`src/rtl/zoom_engine.sv`:
```
// Nearest-neighbour zoom engine: copy, 2x zoom-in or /2 zoom-out from a source image into the frame buffer.
// Optional feature macro: ZOOM_BORDER_EN (white 1-pixel outline around the zoom-out image).

module zoom_engine #(
  parameter int SRC_W  = 320,
  parameter int SRC_H  = 240,
  parameter int ADDR_W = 17,
  parameter int RD_LAT = 1
) (
  input  logic              clock,
  input  logic              reset,
  input  logic              start,
  input  logic [1:0]        mode,
  input  logic [8:0]        off_x,
  input  logic [7:0]        off_y,
  output logic              busy,
  output logic              done,
  output logic [ADDR_W-1:0] src_addr,
  output logic              src_rden,
  input  logic [7:0]        src_q,
  output logic [ADDR_W-1:0] dst_addr,
  output logic [7:0]        dst_data,
  output logic              dst_wren
);

  localparam int XW = $clog2(SRC_W);
  localparam int YW = $clog2(SRC_H);
  localparam int XQ = SRC_W / 4;
  localparam int YQ = SRC_H / 4;

  typedef enum logic [1:0] {IDLE, RUN, DRAIN, DONE} state_t;

  state_t              r_state;
  logic [1:0]          r_mode;
  logic [8:0]          r_ox;
  logic [7:0]          r_oy;
  logic [XW-1:0]       r_dx;
  logic [YW-1:0]       r_dy;
  logic [ADDR_W-1:0]   r_lin;
  logic [RD_LAT:0]     r_pVld;
  logic [RD_LAT:0]     r_pFill;
  logic [RD_LAT:0]     r_pBord;
  logic [ADDR_W-1:0]   r_pDst [RD_LAT+1];

  logic                w_idle;
  logic                w_issue;
  logic                w_lastCol;
  logic                w_nextLast;
  logic [8:0]          w_clampX;
  logic [7:0]          w_clampY;
  logic [1:0]          w_mode;
  logic [8:0]          w_ox;
  logic [7:0]          w_oy;
  logic [XW-1:0]       w_px;
  logic [YW-1:0]       w_py;
  logic [ADDR_W-1:0]   w_lin;
  logic [ADDR_W-1:0]   w_x;
  logic [ADDR_W-1:0]   w_y;
  logic [ADDR_W-1:0]   w_sx;
  logic [ADDR_W-1:0]   w_sy;
  logic [ADDR_W-1:0]   w_srcAddr;
  logic                w_inWin;
  logic                w_fill;
  logic                w_border;

  assign w_clampX  = (off_x > 9'(SRC_W / 2)) ? 9'(SRC_W / 2) : off_x;
  assign w_clampY  = (off_y > 8'(SRC_H / 2)) ? 8'(SRC_H / 2) : off_y;
  assign w_idle    = (r_state == IDLE);
  assign w_issue   = (w_idle && start) || (r_state == RUN);
  assign w_lastCol = (r_dx == XW'(SRC_W - 1));

  // On acceptance the first pixel is issued from the live inputs, since the latches fill on the same edge.
  assign w_mode = w_idle ? mode     : r_mode;
  assign w_ox   = w_idle ? w_clampX : r_ox;
  assign w_oy   = w_idle ? w_clampY : r_oy;

  always_comb begin
    w_px  = '0;
    w_py  = '0;
    w_lin = '0;
    if (!w_idle) begin
      w_px  = w_lastCol ? '0 : r_dx + 1'b1;
      w_py  = w_lastCol ? r_dy + 1'b1 : r_dy;
      w_lin = r_lin + 1'b1;
    end
  end

  assign w_nextLast = (w_px == XW'(SRC_W - 1)) && (w_py == YW'(SRC_H - 1));
  assign w_x        = ADDR_W'(w_px);
  assign w_y        = ADDR_W'(w_py);
  assign w_inWin    = (w_x >= ADDR_W'(XQ)) && (w_x < ADDR_W'(3 * XQ)) &&
                      (w_y >= ADDR_W'(YQ)) && (w_y < ADDR_W'(3 * YQ));

`ifdef ZOOM_BORDER_EN
  logic w_inRing;
  assign w_inRing = (w_x >= ADDR_W'(XQ - 1)) && (w_x <= ADDR_W'(3 * XQ)) &&
                    (w_y >= ADDR_W'(YQ - 1)) && (w_y <= ADDR_W'(3 * YQ));
`endif

  always_comb begin
    w_sx     = w_x;
    w_sy     = w_y;
    w_fill   = 1'b0;
    w_border = 1'b0;
    case (w_mode)
      2'b01: begin
        w_sx = ADDR_W'(w_ox) + (w_x >> 1);
        w_sy = ADDR_W'(w_oy) + (w_y >> 1);
      end
      2'b10: begin
        if (w_inWin) begin
          w_sx = (w_x - ADDR_W'(XQ)) << 1;
          w_sy = (w_y - ADDR_W'(YQ)) << 1;
        end else begin
          w_sx   = '0;
          w_sy   = '0;
          w_fill = 1'b1;
`ifdef ZOOM_BORDER_EN
          w_border = w_inRing;
`endif
        end
      end
      default: ;
    endcase
    w_srcAddr = w_sy * ADDR_W'(SRC_W) + w_sx;
  end

  // Control FSM, issue stage, read-latency pipeline and write port in one registered block.
  always_ff @(posedge clock or posedge reset) begin
    if (reset) begin
      r_state  <= IDLE;
      r_mode   <= 2'b00;
      r_ox     <= '0;
      r_oy     <= '0;
      r_dx     <= '0;
      r_dy     <= '0;
      r_lin    <= '0;
      r_pVld   <= '0;
      r_pFill  <= '0;
      r_pBord  <= '0;
      for (int k = 0; k <= RD_LAT; k++) r_pDst[k] <= '0;
      busy     <= 1'b0;
      done     <= 1'b0;
      src_addr <= '0;
      src_rden <= 1'b0;
      dst_addr <= '0;
      dst_data <= 8'h00;
      dst_wren <= 1'b0;
    end else begin
      r_pVld    <= {r_pVld[RD_LAT-1:0], w_issue};
      r_pFill   <= {r_pFill[RD_LAT-1:0], w_fill};
      r_pBord   <= {r_pBord[RD_LAT-1:0], w_border};
      r_pDst[0] <= w_lin;
      for (int k = 1; k <= RD_LAT; k++) r_pDst[k] <= r_pDst[k-1];

      src_rden <= w_issue && !w_fill;
      if (w_issue) begin
        src_addr <= w_srcAddr;
        r_dx     <= w_px;
        r_dy     <= w_py;
        r_lin    <= w_lin;
      end

      dst_wren <= r_pVld[RD_LAT];
      if (r_pVld[RD_LAT]) begin
        dst_addr <= r_pDst[RD_LAT];
        dst_data <= r_pFill[RD_LAT] ? (r_pBord[RD_LAT] ? 8'hFF : 8'h00) : src_q;
      end

      case (r_state)
        IDLE: begin
          if (start) begin
            r_mode  <= mode;
            r_ox    <= w_clampX;
            r_oy    <= w_clampY;
            busy    <= 1'b1;
            r_state <= RUN;
          end
        end
        RUN: begin
          if (w_nextLast) r_state <= DRAIN;
        end
        DRAIN: begin
          if (r_pVld == '0) begin
            done    <= 1'b1;
            r_state <= DONE;
          end
        end
        DONE: begin
          done    <= 1'b0;
          busy    <= 1'b0;
          r_state <= IDLE;
        end
        default: r_state <= IDLE;
      endcase
    end
  end

endmodule

```
`config.mk`:
```
export PLATFORM = sky130hd
export DESIGN_NAME = zoom_engine
export DESIGN_NICKNAME = d
export VERILOG_FILES = /design/src/rtl/zoom_engine.sv
export SDC_FILE = /design/constraint.sdc
export NUM_CORES = 1
export LEC_CHECK = 0
export CAP_MARGIN = 20
export CORE_MARGIN = 2
export CORE_UTILIZATION = 63
export DETAILED_ROUTE_END_ITERATION = 16
export PLACE_DENSITY = 0.86
export SYNTH_ARGS = -nofsm -noshare
export SYNTH_HDL_FRONTEND = slang
export SYNTH_SLANG_ARGS = --single-unit
```
`constraint.sdc`:
```
create_clock -name clock -period 14 [get_ports clock]
set_input_delay 2.1 -clock clock [delete_from_list [all_inputs] [get_ports clock]]
set_output_delay 2.1 -clock clock [all_outputs]
set_load 0.02 [all_outputs]
```
# [Yosys cells after proc, flatten, opt, wreduce, memory -nomap -nowiden]
# Cells that the tools add are included.
[word_totals] ff_bits=139 in_bits=30 out_inout_bits=46 word_cells=85
[op_classes] addsub=8 multipliers=1 n_lt_le_gt_ge=6 eq_ne=11 n_mux=25 reduce_logical=16
[op_table] operator="$pmux 17 s2" count=2
[op_table] operator="$mux 17" count=3
[op_table] operator="$mux 8" count=5
[op_table] operator="$mux 9" count=4
[op_table] operator="$eq 9x9->1 const B" count=2
[op_table] operator="$add 17x1->17 const B" count=1
[op_table] operator="$add 17x17->17" count=1
[op_table] operator="$mul 17x3->11 const B" count=1
[op_table] operator="$add 9x8->10" count=1
[op_table] operator="$sub 9x7->10 const B" count=1
[op_table] operator="$add 8x7->9" count=1
[op_table] operator="$add 9x1->9 const B" count=1
[op_table] operator="$ge 9x7->1 const B" count=1
[op_table] operator="$gt 9x8->1 const B" count=1
[op_table] operator="$lt 9x8->1 const B" count=1
[op_table] operator="$sub 8x6->9 const B" count=1
[op_table] operator="$add 8x1->8 const B" count=1
[op_table] operator="$eq 8x8->1 const B" count=1
[op_table] operator="$ge 8x6->1 const B" count=1
[op_table] operator="$gt 8x7->1 const B" count=1
[op_table] operator="$lt 8x8->1 const B" count=1
[op_table] operator="$mux 2" count=4
[op_table] operator="$pmux 2 s4" count=1
[op_table] operator="$eq 2x2->1 const B" count=3
[op_table] operator="other kinds (11)" count=27

# [Depth between registers and ports, before layout]
# Gate-level depths: netlist of run 1.
[logic_depth] word_depth=11 mapped_depth=34 mapped_depth_nobuf=31

# [Least setup slack after synthesis of run 1]
# No wires, ideal clock.
[synth_path] path_type="in2reg" startpoint="in off_y[0]" endpoint="reg src_addr[16]" setup_time_ns=0.092 t_arrival_ns=7.138 required_ns=13.908 path_slack_ns=6.770 stages=27 path_buffers=0 cell_sequence="nor3_1 nor2_1 nor2_1 nand2_1 o21ai_0 ha_1 a21o_1 a21oi_1 o21bai_1 a21oi_1 xnor2_1 nand2_1 o21ai_0 mux2_2 ha_1 ha_1 a21o_1 a21oi_1 xnor2_1 ha_1 or3_1 a311o_1 a41oi_1 xnor2_1 or4_1 and3_1 o31ai_2"
[synth_via] elab_chain_cells=7
[synth_lines] element="start: declaration" line="15" text="input logic [7:0] off_y,"
[synth_lines] element="$gt 8x7->1" line="67" text="assign w_clampY = (off_y > 8'(SRC_H / 2)) ? 8'(SRC_H / 2) : off_y;"
[synth_lines] element="$mux 8 *" line="67"
[synth_lines] element="$mux 8 *" line="75" text="assign w_oy = w_idle ? w_clampY : r_oy;"
[synth_lines] element="$add 8x7->9 *" line="108" text="w_sy = ADDR_W'(w_oy) + (w_y >> 1);"
[synth_lines] element="$pmux 17 s2 *" line="105" text="case (w_mode)"
[synth_lines] element="$mul 17x3->11 *" line="125" text="w_srcAddr = w_sy * ADDR_W'(SRC_W) + w_sx;"
[synth_lines] element="$add 17x17->17 *" line="125"
[synth_lines] element="end signal: assignment" line="158" text="src_addr <= w_srcAddr;"
[synth_lines] element="end: declaration" line="18" text="output logic [ADDR_W-1:0] src_addr,"
# Every way passes the cells marked *; elsewhere a longest branch is shown, timed or not.
# A chain may end at the register's enable or synchronous reset.

# [Worst setup path in the final report of run 1]
[layout_path] startpoint="reg r_dx[0]" endpoint="reg src_addr[16]"
[layout_via] elab_cells_between_ends=23 classes_between="add/sub (6); mul (1); order compare (4); eq/ne (1); mux (8); reduce/logical (3)"
[layout_rtl] element="start: declaration" line="37" text="logic [XW-1:0] r_dx;"
[layout_rtl] element="start signal: assignment" line="159" text="r_dx <= w_px;"
[layout_rtl] element="$eq 9x9->1 *" line="70" text="assign w_lastCol = (r_dx == XW'(SRC_W - 1));"
[layout_rtl] element="$mux 8 *" line="83" text="w_py = w_lastCol ? r_dy + 1'b1 : r_dy;"
[layout_rtl] element="$mux 8 *" line="81" text="if (!w_idle) begin"
[layout_rtl] element="via w_py[2]" line="55" text="logic [YW-1:0] w_py;"
[layout_rtl] element="$ge 8x6->1" line="92" text="(w_y >= ADDR_W'(YQ)) && (w_y < ADDR_W'(3 * YQ));"
[layout_rtl] element="$logic_and 1x1->1" line="91" text="assign w_inWin = (w_x >= ADDR_W'(XQ)) && (w_x < ADDR_W'(3 * XQ)) &&"
[layout_rtl] element="$logic_and 1x1->1" line="92"
[layout_rtl] element="$mux 17" line="111" text="if (w_inWin) begin"
[layout_rtl] element="$pmux 17 s2" line="105"
[layout_rtl] element="$mul 17x3->11" line="125"
[layout_rtl] element="$add 17x17->17 *" line="125"
# The timed path passes the listed nets; every way through them passes the cells marked *.

==> impl_metrics.json, run 1 <==
{
  "ys.flop_type": "dfrtp_1",
  "cts_max_level": 4,
  "hold_violations": 0,
  "worst_slew_pin_slew_ns": 0.778,
  "cts_sinks": 139,
  "die-area_um2": 13800,
  "drt_iter0_drc": 593,
  "num_vias": 6710,
  "cap_violations": 0,
  "grt_pass1_vias": 6561,
  "finalSetupViolCount": 0,
  "drive_gt1_frac": 0.0928,
  "portBuffers": 75,
  "die_h_um": 118,
  "hpwl_mm": 13.0,
  "rsz0062_at_grt": "false",
  "grt_max_degree": 89,
  "fin_nets": 1014,
  "critical_path.most_common_cell": "ha_1",
  "multi_input_area_um2": 4250,
  "syn_avg_cell_area_um2": 9.38,
  "clock-skew-final_ns": 0.00923,
  "cpMaxStageDelayCell": "dfrtp_1",
  "syn_area_um2": 8130,
  "fin_crit_ns": 7.81,
  "ant_nets": 0,
  "core_um2": 12600,
  "synth_async_sr_flop_share": 1.00,
  "synth_warnings": 0,
  "dr.pass1.iters": 5,
  "yosysSeqAreaShare": 0.428,
  "clk_pin_slew_worst_paths_ns": 0.06,
  "max_stage_delay_ns": 0.50,
  "fillers": 875,
  "fin_area_um2": 9570,
  "dpl_cell_area_um2": 8930,
  "synth.distinct_cells": 75,
  "relSlewSlack": 0.482,
  "final.setup.tns_ns": 0,
  "cts_hold_buffers": 0,
  "grt_usage": 0.287,
  "finalCritPeriodShare": 0.558,
  "synth_edf_count": 0,
  "worst-path-buf-inv": 3,
  "cts_resized": 0,
  "cp-start-kind": "flip-flop",
  "start_util": 0.644,
  "peakVddDrop_mv": 0.180,
  "globalplace.congestion": 0.939,
  "seq_area_um2": 3480,
  "grt_pass1_wl_mm": 31.9,
  "cellPowerDensity_nw_per_um2": 212,
  "die_x_um": 118,
  "wl_per_cell_um": 17.6,
  "critPathTopFamily": "simple AND/OR/NAND/NOR gates",
  "worstPathArrival_ns": 8.14,
  "path_class": "flip-flop to flip-flop",
  "synth_nets": 955,
  "antenna_cells": 0,
  "drv_slew": 0,
  "pin_count": 76,
  "cp.required_ns": 14.33,
  "cp-end-kind": "flip-flop",
  "wirelength_mm": 19.5,
  "synthCells": 866,
  "cp_max_fo": 15,
  "post-route-drc-count": 0,
  "antenna_found_initial": 0,
  "cts_buffer_depth": 2,
  "grt.overflow.total": 0,
  "clk_latency_ns": 0.43,
  "hold_class": "flip-flop to flip-flop",
  "rows": 41,
  "p_leak_nw": 4.51,
  "status": "complete, no violations",
  "area_delta_synth_final_pct": 17.8,
  "via_per_inst": 6.05,
  "tritoncts": "done",
  "fmax_ghz": 0.128,
  "synth_seq_cells": 139,
  "cts_setup_buffers": 0,
  "cts_root_buf": "clkbuf_16",
  "cts-buffers-inserted": 17
}
## routing by layer
| metal | share of wire | vias to the layer above | GRT usage |
|---|---|---|---|
| met5 | 0 | - | 0 |
| met3 | 0.068 | 51 | 0.0538 |
| met1 | 0.41 | 3236 | 0.366 |
| li1 | - | 3123 | - |
| met4 | 0.027 | 0 | 0.119 |
| met2 | 0.50 | 300 | 0.484 |
## final cells by class
type / instances / share of cell area
timing repair buffer: 83 / 0.0889
tap: 172 / 0.0225
multi-input combinational: 635 / 0.444
clock inverter: 15 / 0.0163
sequential: 139 / 0.363
inverter: 49 / 0.0204
clock buffer: 17 / 0.0445
## logic make-up (layout without fill, tap and decap cells)
logic type,Yosys count,after routing,synth area share
xor gates and xnor gates,60,60,0.0647
adders and majority gates,59,59,0.0945
muxes,29,29,0.0394
buffers and inverters,92,164,0.0505
and+or+nand+nor,291,291,0.171
AOI/OAI and AO/OA,196,196,0.152
DFF,139,139,0.428
## worst reg2reg max path, delay by kind of cell (launching register included)
family          cells  cell delay [ns]
flops               1             0.50
compound gates      9             1.83
simple gates        9             2.80
fa+ha+maj           6             1.90
buf+inv             3             0.29
xor+xnor            3             0.41
## cells in the mapped netlist (3+ instances only)
| master | count | area share |
|---|---|---|
| fa_1 | 4 | 0.0099 |
| a21o_1 | 10 | 0.0092 |
| nor3_1 | 11 | 0.0068 |
| nor4_1 | 4 | 0.0031 |
| nand2b_1 | 4 | 0.0031 |
| a21oi_1 | 51 | 0.031 |
| xnor2_1 | 37 | 0.040 |
| xor2_1 | 23 | 0.025 |
| nand2_1 | 123 | 0.057 |
| dfrtp_1 | 139 | 0.43 |
| o21ai_0 | 67 | 0.041 |
| buf_1 | 6 | 0.0028 |
| inv_1 | 46 | 0.021 |
| and3_1 | 6 | 0.0046 |
| o21bai_1 | 11 | 0.010 |
| a22oi_1 | 5 | 0.0046 |
| nand3b_1 | 9 | 0.0083 |
| buf_2 | 3 | 0.0018 |
| or4_1 | 5 | 0.0046 |
| or3_1 | 4 | 0.0031 |
| mux2_2 | 24 | 0.033 |
| and2_1 | 4 | 0.0031 |
| nand3_1 | 18 | 0.011 |
| nand4_1 | 8 | 0.0062 |
| clkbuf_1 | 28 | 0.013 |
| clkbuf_8 | 4 | 0.0068 |
| o31ai_1 | 12 | 0.011 |
| nor2b_1 | 13 | 0.010 |
| ha_1 | 55 | 0.085 |
| nor2_1 | 61 | 0.028 |
| a221oi_1 | 6 | 0.0065 |
| a211oi_1 | 6 | 0.0055 |
| mux2i_1 | 5 | 0.0062 |
## per-stage QoR
| step | cells | total power [mW] | hold slack (ns) | utilization | setup slack, ns |
|---|---|---|---|---|---|
| global route | 1110 | 2.17 | 0.352 | 0.758 | 5.73 |
| finish | 1110 | 2.03 | 0.348 | 0.758 | 6.19 |
| global placement | 1076 | 1.53 | 0.332 | 0.708 | 6.04 |
| CTS | 1108 | 2.01 | 0.349 | 0.754 | 6.28 |
| floorplan | 866 | 1.28 | 0.331 | - | 6.77 |
| detailed placement | 1076 | 1.56 | 0.335 | 0.708 | 5.86 |
## placed cells by master (no fill, tap or decap), drive strengths merged, types with 5 or more instances in the layout
cell type	count
o31ai	13
a221oi	6
nand3b	9
a211oi	6
nand4	9
clkinv	9
dfrtp	139
inv	53
a21o	10
mux2	24
clkdlybuf4s50	75
a22oi	5
o21ai	67
clkbuf	17
or4	5
o21bai	11
xor2	23
a21oi	52
ha	55
xnor2	37
nand3	19
and2	5
buf	8
nand2	124
and3	8
nor2b	13
nor2	62
nor3	11
mux2i	5
## sequential cells by signal (all words and copies together), names as in the netlist
name	cells
r_mode	2
dst_addr	17
dst_wren	1
r_pDst	34
busy	1
r_dx	9
r_pFill	2
dst_data	8
r_ox	9
r_pVld	2
r_lin	17
src_addr	17
r_state	2
src_rden	1
r_oy	8
done	1
r_dy	8
## final timing paths
kind                       cells after the start      endpoint        from  slack [ns]
max                                           30  src_addr[16]     r_dx[0]        6.19
min                                            0    r_pDst[16]  r_pDst[33]        0.35
max reg2reg                                   30  src_addr[16]     r_dx[0]        6.19
min reg2reg                                    0    r_pDst[16]  r_pDst[33]        0.35
max in group asynchronous                      3    r_state[0]       reset       10.63
min in group asynchronous                      2   dst_data[3]       reset        2.21
## power by group
part / total (mW) / leakage, nW / switching [mW] / internal, mW
Clock: 0.443 / 0.286 / 0.193 / 0.251
Combinational: 1.03 / 2.37 / 0.622 / 0.408
Sequential: 0.557 / 1.85 / 0.0602 / 0.497
Total: 2.03 / 4.51 / 0.875 / 1.16
No activity file was read; power rests on OpenSTA's default activity.
==> inputs of run 2 (changes only) <==
CORE_UTILIZATION = 58   (was 63)
PLACE_DENSITY = 0.81   (was 0.86)
clock period = 7.5 ns   (was 14 ns; I/O delays follow)
==> run 2 against run 1 <==
Die area is 8.3% higher. Sequential cell count stayed put. Utilization is 4.9 points lower. Sequential share of layout area is 0.73 points lower. Power is 92% higher. Combinational power is 87% higher. Worst hold slack worse by 0.0037 ns. Critical path type unchanged. Critical endpoint unchanged. Largest cell class unchanged. Largest power group unchanged. Highest routed layer unchanged.
==> impl_metrics.json, run 2 (synthesis gave the netlist of run 1 again) <==
{
  "critPathTopFamily": "simple AND/OR/NAND/NOR gates",
  "final.setup.tns_ns": 0,
  "rows": 43,
  "p_comb_frac": 0.496,
  "post-route-util": 0.710,
  "fin_nets": 1024,
  "peakVddDrop_mv": 0.356,
  "power_frac_clock": 0.234,
  "fmax_ghz": 0.143,
  "cts_buffer_depth": 2,
  "reg2reg_depth": 30,
  "die_x_um": 122,
  "worst-r2r-setup-slack_ns": 0.49,
  "grt_pass1_vias": 6303,
  "globalplace.congestion": 0.933,
  "tritoncts": "done",
  "grt.overflow.total": 0,
  "worst-path-buf-inv": 3,
  "cts_sinks": 139,
  "via_per_inst": 5.80,
  "grt_pass1_wl_mm": 30.7,
  "die_h_um": 122,
  "cap_violations": 0,
  "wl_per_cell_um": 16.5,
  "cp-end-kind": "flip-flop",
  "status": "complete, no violations",
  "cellPowerDensity_nw_per_um2": 398,
  "reg2reg_to": "src_addr[16]",
  "antenna_found_initial": 0,
  "p_leak_nw": 4.61,
  "drv_slew": 0,
  "ant_nets": 0,
  "worst_slew_pin_slew_ns": 0.757,
  "area_delta_synth_final_pct": 20.3,
  "grt_usage": 0.262,
  "rr_startpoint": "r_dx[1]",
  "dpl_cell_area_um2": 9000,
  "start_util": 0.590,
  "grt_max_degree": 85,
  "hold_violations": 0,
  "power_mw": 3.89,
  "p_switching_mw": 1.64,
  "p_int_mw": 2.25,
  "drt_iter0_drc": 597,
  "num_vias": 6539,
  "clk_latency_ns": 0.42,
  "fillers": 1022,
  "core_um2": 13800,
  "largest_reg_flops": 34,
  "finalCritPeriodShare": 0.935,
  "dp_slack_ns": 0.258,
  "fin_crit_ns": 7.01,
  "cp.required_ns": 7.83,
  "path_class": "flip-flop to flip-flop",
  "cts-buffers-inserted": 17,
  "fin_area_um2": 9770,
  "crit_path_end": "src_addr[16]",
  "cp_num_cells": 30,
  "cp-start-kind": "flip-flop",
  "finalSetupViolCount": 0,
  "regMostFlops": "r_pDst",
  "die-area_um2": 15000,
  "wirelength_mm": 18.6,
  "clk_pin_slew_worst_paths_ns": 0.07,
  "portBuffers": 75,
  "cts_max_level": 4,
  "drive_gt1_frac": 0.109,
  "max_stage_delay_ns": 0.46,
  "rsz0062_at_grt": "false",
  "crit_start": "r_dx[1]",
  "critical_path.most_common_cell": "ha_1",
  "mostFrequentLayoutCells": "dfrtp_1, nand2_1, clkdlybuf4s50_1",
  "hold_class": "flip-flop to flip-flop",
  "pin_count": 76,
  "hpwl_mm": 12.5,
  "seq_power_share": 0.269,
  "setup_ws_ns": 0.489,
  "cts_root_buf": "clkbuf_16",
  "clock-skew-final_ns": 0.00905,
  "relSlewSlack": 0.495,
  "final_common_cell": "dfrtp_1",
  "swShare": 0.421,
  "worstPathArrival_ns": 7.34,
  "post-route-drc-count": 0,
  "cp_max_fo": 15,
  "cpMaxStageDelayCell": "or3b_2",
  "dr.pass1.iters": 5,
  "antenna_cells": 0
}
-- run 2: worst min-delay path by stage --
stage	startpoint	cells past startpoint	endpoint	slack (ns)
final	r_pDst[29]	0	r_pDst[12]	0.34
after global routing	r_pDst[29]	0	r_pDst[12]	0.35
after CTS	r_pDst[29]	0	r_pDst[12]	0.35
after detailed placement	r_pDst[33]	0	r_pDst[16]	0.33
after global placement	r_pDst[32]	0	r_pDst[15]	0.33
after floorplan	r_pDst[17]	0	r_pDst[0]	0.33
-- run 2: cell type report --
class	count	area, um^2	area share
clock inverters	15	224	0.0229
clock buffers	17	425	0.0435
repair buffers	93	926	0.0947
inverters	49	199	0.0204
flip-flops and latches	139	3480	0.356
multi-input cells	635	4290	0.439
well taps	180	225	0.0230
-- run 2: power groups by stage --
stage	logic (mW)	clock network, mW	registers, mW
floorplan	1.28	0	1.12
global placement	1.81	0	1.06
finish	1.93	0.911	1.05
CTS	1.87	0.924	1.07
global route	2.14	0.958	1.07
detailed placement	1.85	0	1.07
-- run 2: metal layers --
metal  GRT usage  share of wire  vias to the layer above
met5           0              0                        -
met3      0.0530          0.064                       39
met2       0.436           0.49                      250
met1       0.339           0.42                     3104
met4      0.0948          0.028                        0
li1            -              -                     3146
-- run 2: through the flow --
stage | cells | hold WS (ns)
4_1_cts | 1124 | 0.346
3_5_place_dp | 1092 | 0.335
5_1_grt | 1128 | 0.346
3_3_place_gp | 1092 | 0.331
2_1_floorplan | 866 | 0.331
6_report | 1128 | 0.344
-- run 2: what timing repair did --
action	CTS	global route
resized for setup	0	11
setup buffers	0	2
hold buffers	0	0
endpoints found under the setup margin	0	1
hold endpoints to repair	0	0
